File: config.mk
export PLATFORM = sky130hd
export DESIGN_NAME = board_dump_flat
export DESIGN_NICKNAME = d
export VERILOG_FILES = /design/src/rtl/chess_pkg.sv /design/src/rtl/board_dump_if.sv /design/src/rtl/board_dump_piece_to_ascii.sv /design/src/rtl/board_dump.sv /design/src/flat_wrapper.sv
export SDC_FILE = /design/constraint.sdc
export NUM_CORES = 1
export LEC_CHECK = 0
export CORE_MARGIN = 2
export CORE_UTILIZATION = 44
export DETAILED_ROUTE_END_ITERATION = 12
export PLACE_DENSITY = 0.85
export SLEW_MARGIN = 20
export SYNTH_ARGS = -nofsm -noshare
export SYNTH_HDL_FRONTEND = slang
export SYNTH_SLANG_ARGS = --single-unit
export TNS_END_PERCENT = 20
File: constraint.sdc
create_clock -name CLK -period 7.71 [get_ports CLK]
set_input_delay 2.313 -clock CLK [delete_from_list [all_inputs] [get_ports CLK]]
set_output_delay 2.313 -clock CLK [all_outputs]
set_load 0.05 [all_outputs]
File: src/rtl/chess_pkg.sv
// Shared chess encodings: piece codes, colours, ASCII glyphs and the dump FSM states.
package chess_pkg;

    localparam logic [2:0] PIECE_NONE   = 3'd0;
    localparam logic [2:0] PIECE_PAWN   = 3'd1;
    localparam logic [2:0] PIECE_KNIGHT = 3'd2;
    localparam logic [2:0] PIECE_BISHOP = 3'd3;
    localparam logic [2:0] PIECE_ROOK   = 3'd4;
    localparam logic [2:0] PIECE_QUEEN  = 3'd5;
    localparam logic [2:0] PIECE_KING   = 3'd6;

    localparam logic COLOR_WHITE = 1'b0;
    localparam logic COLOR_BLACK = 1'b1;

    localparam logic [7:0] ASCII_DOT   = 8'h2E;
    localparam logic [7:0] ASCII_QMARK = 8'h3F;
    localparam logic [7:0] ASCII_CR    = 8'h0D;
    localparam logic [7:0] ASCII_LF    = 8'h0A;
    localparam logic [7:0] ASCII_P     = 8'h50;
    localparam logic [7:0] ASCII_N     = 8'h4E;
    localparam logic [7:0] ASCII_B     = 8'h42;
    localparam logic [7:0] ASCII_R     = 8'h52;
    localparam logic [7:0] ASCII_Q     = 8'h51;
    localparam logic [7:0] ASCII_K     = 8'h4B;
    localparam logic [7:0] ASCII_CASE  = 8'h20;

    typedef enum logic [1:0] {
        ST_IDLE,
        ST_SQ,
        ST_CR,
        ST_LF
    } dump_state_e;

endpackage

File: src/rtl/board_dump_if.sv
// Byte stream handshake from the board dumper to a UART or debug sink.
interface board_dump_if;
    logic [7:0] TX_DATA;
    logic       TX_VALID;
    logic       TX_READY;

    modport master (output TX_DATA, output TX_VALID, input TX_READY);
    modport slave  (input TX_DATA, input TX_VALID, output TX_READY);
endinterface

File: src/rtl/board_dump_piece_to_ascii.sv
// Maps a 4-bit square code {colour, piece} to its printable ASCII character.
module piece_to_ascii
    import chess_pkg::*;
(
    input  logic [3:0] i_code,
    output logic [7:0] o_char
);

    logic [7:0] w_case;

    assign w_case = (i_code[3] == COLOR_BLACK) ? ASCII_CASE : 8'h00;

    always_comb begin
        o_char = ASCII_QMARK;
        case (i_code[2:0])
            PIECE_NONE:   o_char = ASCII_DOT;
            PIECE_PAWN:   o_char = ASCII_P | w_case;
            PIECE_KNIGHT: o_char = ASCII_N | w_case;
            PIECE_BISHOP: o_char = ASCII_B | w_case;
            PIECE_ROOK:   o_char = ASCII_R | w_case;
            PIECE_QUEEN:  o_char = ASCII_Q | w_case;
            PIECE_KING:   o_char = ASCII_K | w_case;
            default:      o_char = ASCII_QMARK;
        endcase
    end

endmodule

File: src/rtl/board_dump.sv
// Snapshots the packed board on START and streams it as ASCII text, one byte per
// square in square order, optionally with CR/LF after each rank.
module board_dump
    import chess_pkg::*;
#(
    parameter bit NEWLINE_EN = 1'b1
) (
    input  logic               CLK,
    input  logic               RESET_N,
    input  logic [255:0]       BOARD,
    input  logic               START,
    board_dump_if.master       tx,
    output logic               BUSY,
    output logic               DONE
);

    dump_state_e r_state;
    logic [5:0]   r_sq;
    logic [255:0] r_snap;
    logic [7:0]   r_data;
    logic         r_valid;
    logic         r_busy;
    logic         r_done;

    logic [5:0]   w_sq_nxt;
    logic [3:0]   w_code;
    logic [7:0]   w_char;
    logic         w_accept;

    // The character is always prepared one square ahead: square 0 straight from
    // BOARD while idle, otherwise the next square of the snapshot.
    assign w_sq_nxt = r_sq + 6'd1;
    assign w_code   = (r_state == ST_IDLE) ? BOARD[3:0] : r_snap[{w_sq_nxt, 2'b00} +: 4];
    assign w_accept = r_valid && tx.TX_READY;

    piece_to_ascii u_p2a (
        .i_code (w_code),
        .o_char (w_char)
    );

    always_ff @(posedge CLK) begin
        if (r_state == ST_IDLE && START)
            r_snap <= BOARD;
    end

    always_ff @(posedge CLK) begin
        if (!RESET_N) begin
            r_state <= ST_IDLE;
            r_sq    <= '0;
            r_data  <= '0;
            r_valid <= 1'b0;
            r_busy  <= 1'b0;
            r_done  <= 1'b0;
        end else begin
            r_done <= 1'b0;
            case (r_state)
                ST_IDLE: begin
                    if (START) begin
                        r_state <= ST_SQ;
                        r_sq    <= '0;
                        r_data  <= w_char;
                        r_valid <= 1'b1;
                        r_busy  <= 1'b1;
                    end
                end
                ST_SQ: begin
                    if (w_accept) begin
                        if (NEWLINE_EN && r_sq[2:0] == 3'd7) begin
                            r_state <= ST_CR;
                            r_data  <= ASCII_CR;
                        end else if (r_sq == 6'd63) begin
                            r_state <= ST_IDLE;
                            r_valid <= 1'b0;
                            r_busy  <= 1'b0;
                            r_done  <= 1'b1;
                        end else begin
                            r_sq   <= w_sq_nxt;
                            r_data <= w_char;
                        end
                    end
                end
                ST_CR: begin
                    if (w_accept) begin
                        r_state <= ST_LF;
                        r_data  <= ASCII_LF;
                    end
                end
                ST_LF: begin
                    if (w_accept) begin
                        if (r_sq == 6'd63) begin
                            r_state <= ST_IDLE;
                            r_valid <= 1'b0;
                            r_busy  <= 1'b0;
                            r_done  <= 1'b1;
                        end else begin
                            r_state <= ST_SQ;
                            r_sq    <= w_sq_nxt;
                            r_data  <= w_char;
                        end
                    end
                end
                default: r_state <= ST_IDLE;
            endcase
        end
    end

    assign tx.TX_DATA  = r_data;
    assign tx.TX_VALID = r_valid;
    assign BUSY        = r_busy;
    assign DONE        = r_done;

endmodule

File: src/flat_wrapper.sv
// flat-port wrapper written by rule: the top's interface ports become plain ports
module board_dump_flat import chess_pkg::*;
#(
    parameter bit NEWLINE_EN = 1'b1
)
  (CLK, RESET_N, BOARD, START, BUSY, DONE, tx_TX_DATA, tx_TX_VALID, tx_TX_READY);
  board_dump_if tx_i ();
  input  logic CLK;
  input  logic RESET_N;
  input  logic [255:0] BOARD;
  input  logic START;
  output logic BUSY;
  output logic DONE;
  output wire logic [$bits(tx_i.TX_DATA)-1:0] tx_TX_DATA;
  output wire logic [$bits(tx_i.TX_VALID)-1:0] tx_TX_VALID;
  input wire logic [$bits(tx_i.TX_READY)-1:0] tx_TX_READY;
  assign tx_TX_DATA = tx_i.TX_DATA;
  assign tx_TX_VALID = tx_i.TX_VALID;
  assign tx_i.TX_READY = tx_TX_READY;
  board_dump #(.NEWLINE_EN(NEWLINE_EN)) u_core (.CLK(CLK), .RESET_N(RESET_N), .BOARD(BOARD), .START(START), .tx(tx_i), .BUSY(BUSY), .DONE(DONE));
endmodule
==> flow_results.org, run 1 <==
** Final layout
- Summing all non-filler instances in the final layout gives an area of between 10,000 and 15,000 sq um.
- Number of nets in the layout :: 1,063
- Fraction of layout instances using a drive strength above 1 :: 0.1592
- The number of antenna diodes in the final layout is 0.
- Final core utilization :: 0.6097
- Relative to the synthesized area, the layout overhead comes to 36.79%.

** Die
- roughly 270 I/O pins were placed.
- The initial utilization of the core area, before any placement, comes to 0.4457.
- From bottom edge to top edge, the die measures about 160 um.
- After floorplanning, the core was divided into 57 placement rows.
- Core ar. :: 24,180 sq um
- Die width :: 160.5 um
- The die covers 25,760 sq um.

** Critical path
- Critical path startpoint category :: flop
- STA puts the critical path data required time at between 8 and 9 ns.
- In this run the worst path has a maximum fanout of 41.
- The setup path with the least slack is of type flop to flop.
- For the worst setup path, the data arrival time is 4.72 ns.
- Critical path capture point type :: flop

** Clock network
- The tree built by TritonCTS fans out to 274 sinks.
- Clock latency on the worst-skew pair, taken at its later pin, is 0.55 ns.
- After clock tree synthesis, the clock-pin slew on the worst setup and hold paths is 0.06 ns.
- Number of gates resized after cts :: 0
- Number of buffers created by CTS :: 29
- Postcts setup bufs :: 0
- The longest clock path from root to sink contains 3 buffers.
- Cell at the root of the clock tree :: sky130_fd_sc_hd__clkbuf_16
- In this run the number of H-tree levels came out at 1.
- CTS tree :: done
- Number of buffers inserted for hold repair after clock tree synthesis :: 0

** Place
- The wire-length estimate of the detail-placed layout is 16,320 um.
- Timing analysis after detailed placement gives a worst setup slack of 2.813 ns.
- Routability Congestion :: 0.8401
- Port buffering added 270 buffers.
- In this run the cell area measured after placement is roughly 14,000 sq um.

** Timing
- Setup violations remaining at the end of the flow were counted as 0.
- Headroom to the max-slew limit came out at 0.3388.
- Hold Vio Cnt, Final :: 0
- Post-route minimum period :: around 4.2 ns
- Maximum clock frequency :: 235.6 MHz
- Number of pins exceeding their max-slew limit in the final report :: 0
- Setup repair after global routing left no endpoint under its margin.
- Final Cycle Share :: 0.5505
- Total negative slack for setup checks :: 0 ns
- Post-Route Skew :: approximately 0.018 ns
- For the pin with the worst max-slew slack, the measured transition is between 0.9 and 1 ns.
- Setup slack closes at ~3.5 ns.

** Logic synthesis
- Number of warning messages in the yosys log :: 0
- By instance count, the leading cell after synthesis is sky130_fd_sc_hd__edfxtp_1.
- The cell area that synthesis handed to floorplanning was 10,780 sq um.
- The share of the Yosys chip area taken by registers is 0.7468.
- Number of register bits inferred by synthesis :: 274
- Of the post-synthesis cell area, the dominant cell type holds 0.7133.
- In this run the mean area of a mapped cell was ~21 sq um.
- Of all flip-flops after synthesis, the portion carrying an async set or reset was 0.
- Sorting the synthesized cells by area gives the leading types as sky130_fd_sc_hd__edfxtp_1, sky130_fd_sc_hd__mux4_2, sky130_fd_sc_hd__dfxtp_1.
- Most instantiated cells after synthesis :: sky130_fd_sc_hd__edfxtp_1, sky130_fd_sc_hd__mux4_2, sky130_fd_sc_hd__nor2_1, sky130_fd_sc_hd__mux2i_1, sky130_fd_sc_hd__nand2_1
- sky130_fd_sc_hd__edfxtp_1 takes more of the synthesized area than any other cell.
- Synthesis produced a netlist whose cell count is between 500 and 600.
- EDFF count, synth :: 256
- The netlist uses 48 different library cells.
- In the synthesized netlist the dominant register cell turns out to be sky130_fd_sc_hd__edfxtp_1.
- Synthesis produced a netlist with a net count of 780.

** Detailed routing
- Total via count in the routed design :: slightly below 6,000
- Residual antenna-violating net count after detailed routing :: 0
- After detailed routing, the total wire length is 23,790 um.
- For this run, the detailed router's first-pass iteration total came to 4.
- DR WL/cell :: 20.74 um
- Initial drt markers :: 353
- For this run, design rule violations remaining after detail routing come to 0.
- After detailed routing, the number of vias per cell comes to 5.168.

** Power
- The internal power of the cells totals 2.716 mW.
- Clk network pwr share :: 0.380
- Total power density per cell area :: 232.9 nW/um^2
- Worst-case vdd ir drop :: 182.1 uV
- The analysis attributes to cell leakage a power of 5.009 nW.
- Of the total power, the share spent switching nets is 0.2091.
- Combinational Power Share :: 0.104
- The share of total power dissipated in sequential elements is 0.516.
- For this design the total switching power over the nets is 717.9 uW.

** Outcome
- The run finished with clean final reports.

** GRT
- The number of antenna violations at the first check in global routing was 0.
- The via count of the first global-routing pass was 6,381.
- In the global route stage, overall resource usage came out at 0.1847.
- First-pass GRT wire length :: 35,910 um
- Remaining Overflow, GRT :: 0
- Pin count of the biggest net entering global routing :: 129

** Flow run
- Max-cap violations in this run came to 0.

** Hold path
- Worst min-delay path category :: flop to flop
layout make-up:
cell class | count | area, sq um
clock inverters | 11 | 77.57
repair buffers | 277 | 2780
well taps | 324 | 405.4
flip-flops and latches | 274 | 8051
multi-input cells | 217 | 2599
fillers | 1690 | 9435
clock buffers | 42 | 817.0
inverters | 2 | 11.26
final timing paths:
path                                      startpoint                    to  slack (ns)  cells after the start
worst max-delay path                  u_core.r_sq[0]  u_core.tx.TX_DATA[5]        3.47                     11
worst min-delay path            u_core.tx.TX_DATA[6]  u_core.tx.TX_DATA[6]        0.48                      2
worst max register to register        u_core.r_sq[0]  u_core.tx.TX_DATA[5]        3.47                     11
worst min register to register  u_core.tx.TX_DATA[6]  u_core.tx.TX_DATA[6]        0.48                      2
cell usage in the layout, fill, tap and decap left out, types with 6 or more instances in the layout:
cell type / count
sky130_fd_sc_hd__nand3_1: 10
sky130_fd_sc_hd__o21ai_0: 6
sky130_fd_sc_hd__and3_1: 7
sky130_fd_sc_hd__mux4_2: 70
sky130_fd_sc_hd__mux2i_1: 19
sky130_fd_sc_hd__clkdlybuf4s50_1: 270
sky130_fd_sc_hd__clkbuf_1: 8
sky130_fd_sc_hd__nand2_1: 19
sky130_fd_sc_hd__a21oi_1: 6
sky130_fd_sc_hd__clkbuf_16: 30
sky130_fd_sc_hd__nor2b_1: 6
sky130_fd_sc_hd__dfxtp_1: 17
sky130_fd_sc_hd__edfxtp_1: 256
sky130_fd_sc_hd__nor2_1: 20
power groups by stage:
stage,Combinational [mW],Clock [mW],Sequential (mW)
after floorplan,0.161,0,1.81
after global placement,0.357,0,1.80
after detailed placement,0.359,0,1.80
after CTS,0.361,1.33,1.77
after global routing,0.385,1.38,1.78
final,0.358,1.30,1.77
worst max-delay path: stages (launching register included):
cell                      delay [ns]
sky130_fd_sc_hd__dfxtp_4        0.72
sky130_fd_sc_hd__buf_4          0.73
sky130_fd_sc_hd__nand3_1        0.32
sky130_fd_sc_hd__xor2_4         0.19
sky130_fd_sc_hd__buf_4          0.41
sky130_fd_sc_hd__mux4_2         0.60
sky130_fd_sc_hd__nand3_1        0.12
sky130_fd_sc_hd__o21ai_1        0.10
sky130_fd_sc_hd__or3_1          0.33
sky130_fd_sc_hd__and2_4         0.15
sky130_fd_sc_hd__o31ai_2        0.30
sky130_fd_sc_hd__o211a_1        0.19
layer usage:
metal / track usage / vias to the layer above / wire length, um
li1: - / 2725 / -
met1: 0.2353 / 2893 / 9377
met2: 0.3141 / 252 / 11880
met3: 0.04339 / 58 / 1718
met4: 0.06265 / 0 / 811
met5: 0 / - / 0
logic make-up after synthesis:
kind of cell | Yosys count | share of synthesized area
AOI/OAI and AO/OA | 40 | 0.02810
xor gates and xnor gates | 4 | 0.004993
adders and majority gates | 3 | 0.003251
buffers and inverters | 27 | 0.01393
DFF | 274 | 0.7468
muxes | 93 | 0.1681
and+or+nand+nor | 77 | 0.03483
through the flow:
stage          power [mW]  instances  hold slack (ns)
6_report            3.434       1147           0.4751
2_1_floorplan       1.976        518           0.4791
3_5_place_dp        2.162       1093           0.4660
5_1_grt             3.548       1147           0.4957
3_3_place_gp        2.153       1093           0.4618
4_1_cts             3.468       1146           0.4740
state kept, by name, summed over array words and instances (netlist names), named ones only:
register and flops:
u_core.r_state 1, u_core.tx.TX_DATA 8, u_core.r_snap 256, u_core.BUSY 1, u_core.DONE 1, u_core.r_sq 6
Power figures use the tool's default switching activity.
==> inputs of run 2 (changes only) <==
clock period = 3.7 ns   (was 7.71 ns; I/O delays follow)
==> flow_results.org, run 2 (synthesis results as in run 1) <==
** Outcome
- The flow ran to the end, and the final reports show no timing, DRC or antenna violations.

** Timing
- The setup violation total in the final timing report is 0 (unchanged).
- The final setup slack of the worst path was 0.6162 ns (-2.849 ns).
- The max-slew violation count came to 0 (unchanged).
- Post-Route Hold Slack :: 0.4762 ns (+0.001103 ns)
- Final Cycle Share :: 0.8335 (+0.2829)
- Hold Vio Cnt, Final :: 0 (unchanged)
- Relative max-transition margin :: 0.3281 (-0.01066)
- Setup repair after global routing left no endpoint under its margin.
- Maximum clock frequency :: 324.3 MHz (+38%)
- The final critical path time including I/O delays and setup is 3.084 ns (-1.161 ns).
- The setup clock skew after layout was 0.01996 ns (+0.002068 ns).
- The worst-margin pin slew came to 1.004 ns (+0.01228 ns).

** Power
- The power per cell area is 485.7 nW/um^2 (+110%).
- The power consumption is 7.271 mW (+110%).
- Worst-case vdd ir drop :: 374.3 uV (+110%)
- Leakage power :: 5.119 nW (+2.2%)

** Critical path
- Critical path capture point type :: flop
- Top cell family by delay on the critical path :: multiplexers
- Beginning of the worst register-to-register path :: u_core.r_sq[0]
- The critical path buffer and inverter count came to 1 (-1).
- The endpoint arrival time on the critical path came to 3.58 ns (-1.14 ns).
- Most common cell type on the critical path :: sky130_fd_sc_hd__mux4_2
- The maximum fanout encountered on the critical timing path is 48 (+17%).
- Critical path type :: flop to flop
- The signal on the critical path passes through buf_12, mux4_2, mux4_2, nand3_1, o21ai_1, or3_1, and2_4, o31ai_2, o211a_1.
- The worst register-to-register path ends at u_core.tx.TX_DATA[5].
- Highest-delay cell along the critical path :: sky130_fd_sc_hd__mux4_2
- The worst reg2reg path depth was 9 (-2).
- Critical path startpoint category :: flop
- Largest stage delay, worst path :: 0.56 ns (-0.17 ns)
- The required time at the worst-slack endpoint came to 4.19 ns (-4.00 ns).
- Register-to-register setup slack :: 0.62 ns (-2.85 ns)

** Hold path
- Hold Path Sink :: u_core.tx.TX_DATA[6]
- The path class of the tightest hold or removal check is flop to flop.
- Hold depth :: 2 (unchanged)
- Min-delay src :: u_core.tx.TX_DATA[6]

** Die
- The number of standard-cell rows in the floorplan was 57 (unchanged).
- The number of top-level pins came to 271 (unchanged).
- Height of the chip :: 160.5 um (unchanged)
- The width of the die was 160.5 um (unchanged).
- The standard cell core area is 24,180 sq um (unchanged).
- The total die area is 25,760 sq um (unchanged).
- Starting Density :: 0.4457 (unchanged)

** Final layout
- Final core utilization :: 0.6192 (+0.009419)
- Commonest cells after routing, fill and taps aside :: sky130_fd_sc_hd__clkdlybuf4s50_1, sky130_fd_sc_hd__edfxtp_1, sky130_fd_sc_hd__mux4_2
- The flip-flop count of the largest register, all copies and words added is 256 (unchanged).
- Leaving out fill and tap cells, the most frequent cell in the layout is sky130_fd_sc_hd__clkdlybuf4s50_1.
- Layout-stage area growth over the synthesis result :: 38.91%
- The count of antenna diodes in the layout is 0 (unchanged).
- Number of nets in the layout :: 1,077 (+1.3%)
- u_core.r_snap holds more flip-flops than any other register.
- Filler cell count :: 1,678 (-0.71%)
- The fraction of layout instances using a drive strength above 1 was 0.1778 (+0.01863).

** Place
- The pre-CTS setup slack was 0.5897 ns (-2.224 ns).
- Routability Congestion :: 0.8609 (+2.5%)
- Quantity of I/O buffers inserted on ports :: 270 (unchanged)
- Half-perimeter wire length of the detailed placement result :: 17,350 um (+6.3%)

** GRT
- First-pass GRT wire length :: 36,940 um (+2.8%)
- Number of global-route vias before repair :: 6,636 (+4.0%)
- The total routing resource utilization after global routing is 0.1890 (+0.004275).
- The global route total overflow was 0 (unchanged).
- The number of antenna violations at the first check in global routing is 0 (unchanged).
- Pin count of the biggest net entering global routing :: 94 (-27%)

** Detailed routing
- The total wire length came to 24,250 um (+2.0%).
- Count of TritonRoute iterations in the first routing pass :: 4 (unchanged)
- Number of DRC violations after detailed routing :: 0 (unchanged)
- The first-iteration detailed-routing DRC count is 393 (+11%).
- Vias/cell :: 5.238 (+1.4%)
- The detailed-route wire length per cell came to 20.87 um (+0.64%).
- The count of nets left with antenna violations after detail routing came to 0 (unchanged).
- The routed via count was 6,087 (+2.7%).

** Clock network
- Number of buffers inserted for hold repair after clock tree synthesis :: 0 (unchanged)
- The number of sinks handled by clock tree synthesis came to 274 (unchanged).
- The number of buffers inserted during clock tree synthesis is 29 (unchanged).
- The number of buffers between clock root and the deepest sink came to 3 (unchanged).
- The setup fix buffers added after clock tree synthesis came to 0 (unchanged).
- TritonCTS built the clock tree.
- The clock transition time at the flip-flop clock pins of the worst setup and hold paths is 0.06 ns (about the same).
- Number of gates resized after cts :: 0 (unchanged)
- The latest clock arrival within the worst-skew pair came to 0.56 ns (about the same).
- H-tree levels :: 1 (unchanged)
- Cell at the root of the clock tree :: sky130_fd_sc_hd__clkbuf_16

** Flow run
- The count of maximum capacitance violations was 0 (unchanged).
## run 2: cell count changes in the layout (fill, tap and decap cells not counted), moves of 2 or more
cell / before / now
sky130_fd_sc_hd__clkinv_4: 0 / 2
sky130_fd_sc_hd__clkinvlp_4: 1 / 3
sky130_fd_sc_hd__clkbuf_4: 3 / 0
sky130_fd_sc_hd__buf_12: 2 / 7
sky130_fd_sc_hd__buf_4: 5 / 14
## run 2: through the flow
step           instances  area, sq um  TNS, ns
3_5_place_dp        1108        14030        0
6_report            1162        14970        0
3_3_place_gp        1108        14030        0
4_1_cts             1162        14970        0
2_1_floorplan        518        10800  -435.95
5_1_grt             1162        14970        0
## run 2: worst max path at each step
stage,startpoint,to,slack (ns),depth (start not counted)
floorplan,START,u_core.tx.TX_DATA[2],-2.03,6
global placement,u_core.r_sq[0],u_core.tx.TX_DATA[4],0.56,9
detailed placement,u_core.r_sq[0],u_core.tx.TX_DATA[5],0.59,9
CTS,u_core.r_sq[1],u_core.tx.TX_DATA[4],0.56,9
global route,u_core.r_sq[1],u_core.tx.TX_DATA[4],0.38,10
finish,u_core.r_sq[0],u_core.tx.TX_DATA[5],0.62,9
## run 2: worst reg2reg max path: cells and delay by family (launching register included)
| kind | cells | cell delay [ns] |
|---|---|---|
| multiplexers | 2 | 1.09 |
| AO/OA/AOI/OAI | 3 | 0.61 |
| AND/OR/NAND/NOR | 3 | 0.59 |
| flip-flops | 1 | 0.38 |
| buffers and inverters | 1 | 0.36 |
## run 2: layout make-up
class	count	area, sq um	area share
clock buffer	38	779.5	0.05207
inverter	2	11.26	0.0007523
clock inverter	16	158.9	0.01062
tap	324	405.4	0.02708
sequential	274	8051	0.5379
timing repair buffer	291	2948	0.1969
multi-input combinational	217	2615	0.1747
## run 2: where the power goes
group,switching [mW],internal [mW]
Combinational,0.319,0.462
Clock,1.18,1.64
Sequential,0.0540,3.62
Total,1.55,5.72
## run 2: per-layer routing
layer  global-route usage  share of wire  vias up
li1                     -              -     2760
met1               0.2411           0.40     3003
met3              0.04261          0.071       52
met5                    0              0        -
met4              0.06347          0.032        0
met2               0.3225           0.50      272
==> inputs of run 3 (changes only) <==
clock period = 2.5 ns   (was 3.7 ns; I/O delays follow)
==> flow_results.org, run 3 (synthesis results as in run 1) <==
** Die
- Starting Density :: 0.4457 (unchanged)
- The number of standard-cell rows in the floorplan came to 57 (unchanged).
- Die area :: 25,760 sq um (unchanged)
- Core ar. :: 24,180 sq um (unchanged)
- The width of the die was 160.5 um (unchanged).
- Top-level I/O count :: 271 (unchanged)
- The die extent in y is 160.5 um (unchanged).

** Power
- Clk network pwr share :: 0.408 (+0.021)
- Cell-internal power :: 9.110 mW (+59%)
- Worst-case vdd ir drop :: 594.1 uV (+59%)
- Total power density per cell area :: 719.7 nW/um^2 (+48%)
- Switching share of power :: 0.2053 (-0.007989)
- Combinational Power Share :: 0.116 (+0.009)
- The switching power summed over all nets is 2.353 mW (+52%).
- The part of the power in registers was 0.476 (-0.030).
- The leakage power was 5.662 nW (+11%).

** Critical path
- The reg2reg setup slack was -0.29 ns (-0.91 ns).
- Data arrival time of the critical path :: 3.22 ns (-0.36 ns)
- Number of cells traversed by the worst register-to-register path :: 12 (+3)
- The setup path with the least slack is of type flop to flop.
- Worst Setup SP :: u_core.r_sq[0]
- Critical path capture point type :: flop
- Critical path startpoint category :: flop
- Worst r2r dst :: u_core.tx.TX_DATA[5]
- In this run the critical register-to-register path is launched from u_core.r_sq[0].
- Required time of the critical path :: 2.93 ns (-1.26 ns)
- Largest fanout on the critical path :: 6 (-88%)

** Outcome
- The run finished, with violations left.
- Violations in the final reports :: setup timing

** Clock network
- Clock buffer depth :: 3 (unchanged)
- The number of sinks handled by clock tree synthesis was 274 (unchanged).
- Cell at the root of the clock tree :: sky130_fd_sc_hd__clkbuf_16
- Number of buffers inserted for hold repair after clock tree synthesis :: 0 (unchanged)
- Clock latency reported for the late side of the worst-skew pair :: 0.55 ns (about the same)
- Number of buffers created by CTS :: 29 (unchanged)
- H-tree levels :: 1 (unchanged)
- CTS tree :: done
- Worst-path clk slew :: 0.06 ns (about the same)

** Hold path
- The startpoint identified for the worst hold timing path is u_core.tx.TX_DATA[6].
- Worst min-delay path category :: flop to flop
- The path with the worst hold slack has its endpoint at u_core.tx.TX_DATA[6].
- Hold depth :: 2 (unchanged)

** Place
- Half-perimeter wire length of the detailed placement result :: 18,770 um (+8.2%)
- The pre-CTS setup slack is -0.3040 ns (-0.8937 ns).
- Cell Area, Placed :: 14,470 sq um (+3.1%)
- Quantity of I/O buffers inserted on ports :: 270 (unchanged)
- The global placer's final weighted congestion is 0.8352 (-3.0%).

** Timing
- The setup TNS after final layout is -1.580 ns (-1.580 ns).
- Post-Route Skew :: 0.01928 ns (-0.0006780 ns)
- Final Cycle Share :: 1.118 (+0.2845)
- Setup repair after global routing missed its margin :: true
- The final-report hold violation count is 0 (unchanged).
- The timing-limited maximum frequency was 357.8 MHz (+10%).
- The worst-margin pin slew came to 0.6393 ns (-0.3648 ns).
- The final setup slack of the worst path was -0.2948 ns (-0.9110 ns).
- Relative max-transition margin :: 0.5734 (+0.2452)
- Number of pins exceeding their max-slew limit in the final report :: 0 (unchanged)
- Final setup violating endpoints :: 7 (+7)
- Post-route minimum period :: 2.795 ns (-0.2890 ns)
- Post-Route Hold Slack :: 0.4810 ns (+0.004793 ns)

** Detailed routing
- Drt total wl :: 25,920 um (+6.9%)
- The detailed-route wire length per cell was 21.19 um (+1.5%).
- Number of DRC violations after detailed routing :: 0 (unchanged)
- The count of nets left with antenna violations after detail routing came to 0 (unchanged).
- The number of optimization iterations in the first detailed-route pass is 5 (+1).
- The first-iteration detailed-routing DRC count was 537 (+37%).
- The number of vias per cell is 5.195 (-0.84%).
- Total via count in the routed design :: 6,353 (+4.4%)

** Final layout
- The top cell types in the final layout, fill and taps aside, are sky130_fd_sc_hd__clkdlybuf4s50_1, sky130_fd_sc_hd__edfxtp_1, sky130_fd_sc_hd__mux4_2.
- The final instance area was 15,930 sq um (+6.4%).
- More flip-flops sit in one register than any other, and that register is u_core.r_snap.
- The final design utilization came to 0.6588 (+0.03964).
- The net total in the final layout is 1,138 (+5.7%).
- Leaving out fill and tap cells, the most frequent cell in the layout is sky130_fd_sc_hd__clkdlybuf4s50_1.
- Register area :: 8053 sq um (about the same)
- The footprint of the multi-input gates came to 2723 sq um (+4.1%).
- Antenna diodes :: 0 (unchanged)
- Fraction of layout instances using a drive strength above 1 :: 0.2581 (+0.08026)
- From synthesis to final layout, the design area changed by 47.80%.
- The count of filler cells inserted in the layout is 1,602 (-4.5%).
- Flip-flop count of the largest register after layout :: 256 (unchanged)

** GRT
- The number of antenna violations at the first check in global routing is 0 (unchanged).
- Pin count of the biggest net entering global routing :: 74 (-21%)
- Number of global-route vias before repair :: 6,806 (+2.6%)
- Combined global-route utilization of all metal layers :: 0.1990 (+0.01005)
- First-pass GRT wire length :: 38,500 um (+4.2%)
- Remaining Overflow, GRT :: 0 (unchanged)

** Flow run
- MaxCap Viol Count :: 0 (unchanged)
## run 3: cell count changes in the layout (fill, tap and decap cells not counted), sizes merged
cell	delta
buf	+60
clkdlybuf4s50	-9
clkbuf	-7
bufinv	+6
dlymetal6s2s	+5
dlygate4sd2	+4
clkinv	+3
bufbuf	+1
clkinvlp	-1
inv	-1
## run 3: final cells by class
type	count	area share
flip-flops and latches	274	0.5056
repair buffers	352	0.2311
multi-input cells	217	0.1709
clock buffers	31	0.04603
well taps	324	0.02545
clock inverters	23	0.02019
inverters	2	0.0007070
## run 3: repair_timing
action,4_1_cts,5_1_grt
hold endpoints to repair,0,0
setup endpoints to repair,10,12
gates resized for setup,36,10
pin swaps,21,4
setup buffers,9,1
gates cloned,5,0
## run 3: worst max path at each step
stage	end	slack [ns]	cells after the start
2_1_floorplan	u_core.tx.TX_DATA[2]	-2.87	6
3_3_place_gp	u_core.tx.TX_DATA[5]	-0.25	9
3_5_place_dp	u_core.tx.TX_DATA[5]	-0.30	9
4_1_cts	u_core.tx.TX_DATA[5]	-0.25	12
5_1_grt	u_core.tx.TX_DATA[5]	-0.39	12
6_report	u_core.tx.TX_DATA[5]	-0.29	12
## run 3: routing by layer
layer,vias up,GRT usage,wire length [um]
met3,36,0.04390,1633
met5,-,0,0
met2,260,0.3458,13380
li1,2894,-,-
met4,0,0.05283,641
met1,3163,0.2553,10270
## run 3: power groups by stage
stage / Sequential, mW / Combinational, mW / Clock (mW)
after floorplan: 5.60 / 0.502 / 0
after global placement: 5.54 / 1.21 / 0
after detailed placement: 5.55 / 1.23 / 0
after CTS: 5.46 / 1.32 / 4.76
after global routing: 5.48 / 1.41 / 4.95
final: 5.45 / 1.33 / 4.68
## run 3: stage by stage
| step | std cells | power (mW) |
|---|---|---|
| after global routing | 1223 | 11.83 |
| after detailed placement | 1154 | 6.786 |
| after CTS | 1222 | 11.55 |
| after floorplan | 518 | 6.098 |
| final | 1223 | 11.46 |
| after global placement | 1154 | 6.743 |
## run 3: critical path: stages, from the launching register on
cell and delay, ns:
sky130_fd_sc_hd__dfxtp_4 0.37, sky130_fd_sc_hd__ha_4 0.25, sky130_fd_sc_hd__buf_12 0.14, sky130_fd_sc_hd__buf_12 0.13, sky130_fd_sc_hd__buf_6 0.11, sky130_fd_sc_hd__mux4_2 0.24
sky130_fd_sc_hd__mux2i_4 0.08, sky130_fd_sc_hd__a22o_1 0.20, sky130_fd_sc_hd__a211o_1 0.29, sky130_fd_sc_hd__a221oi_4 0.38, sky130_fd_sc_hd__buf_4 0.19, sky130_fd_sc_hd__o31ai_4 0.07
sky130_fd_sc_hd__o211a_1 0.21
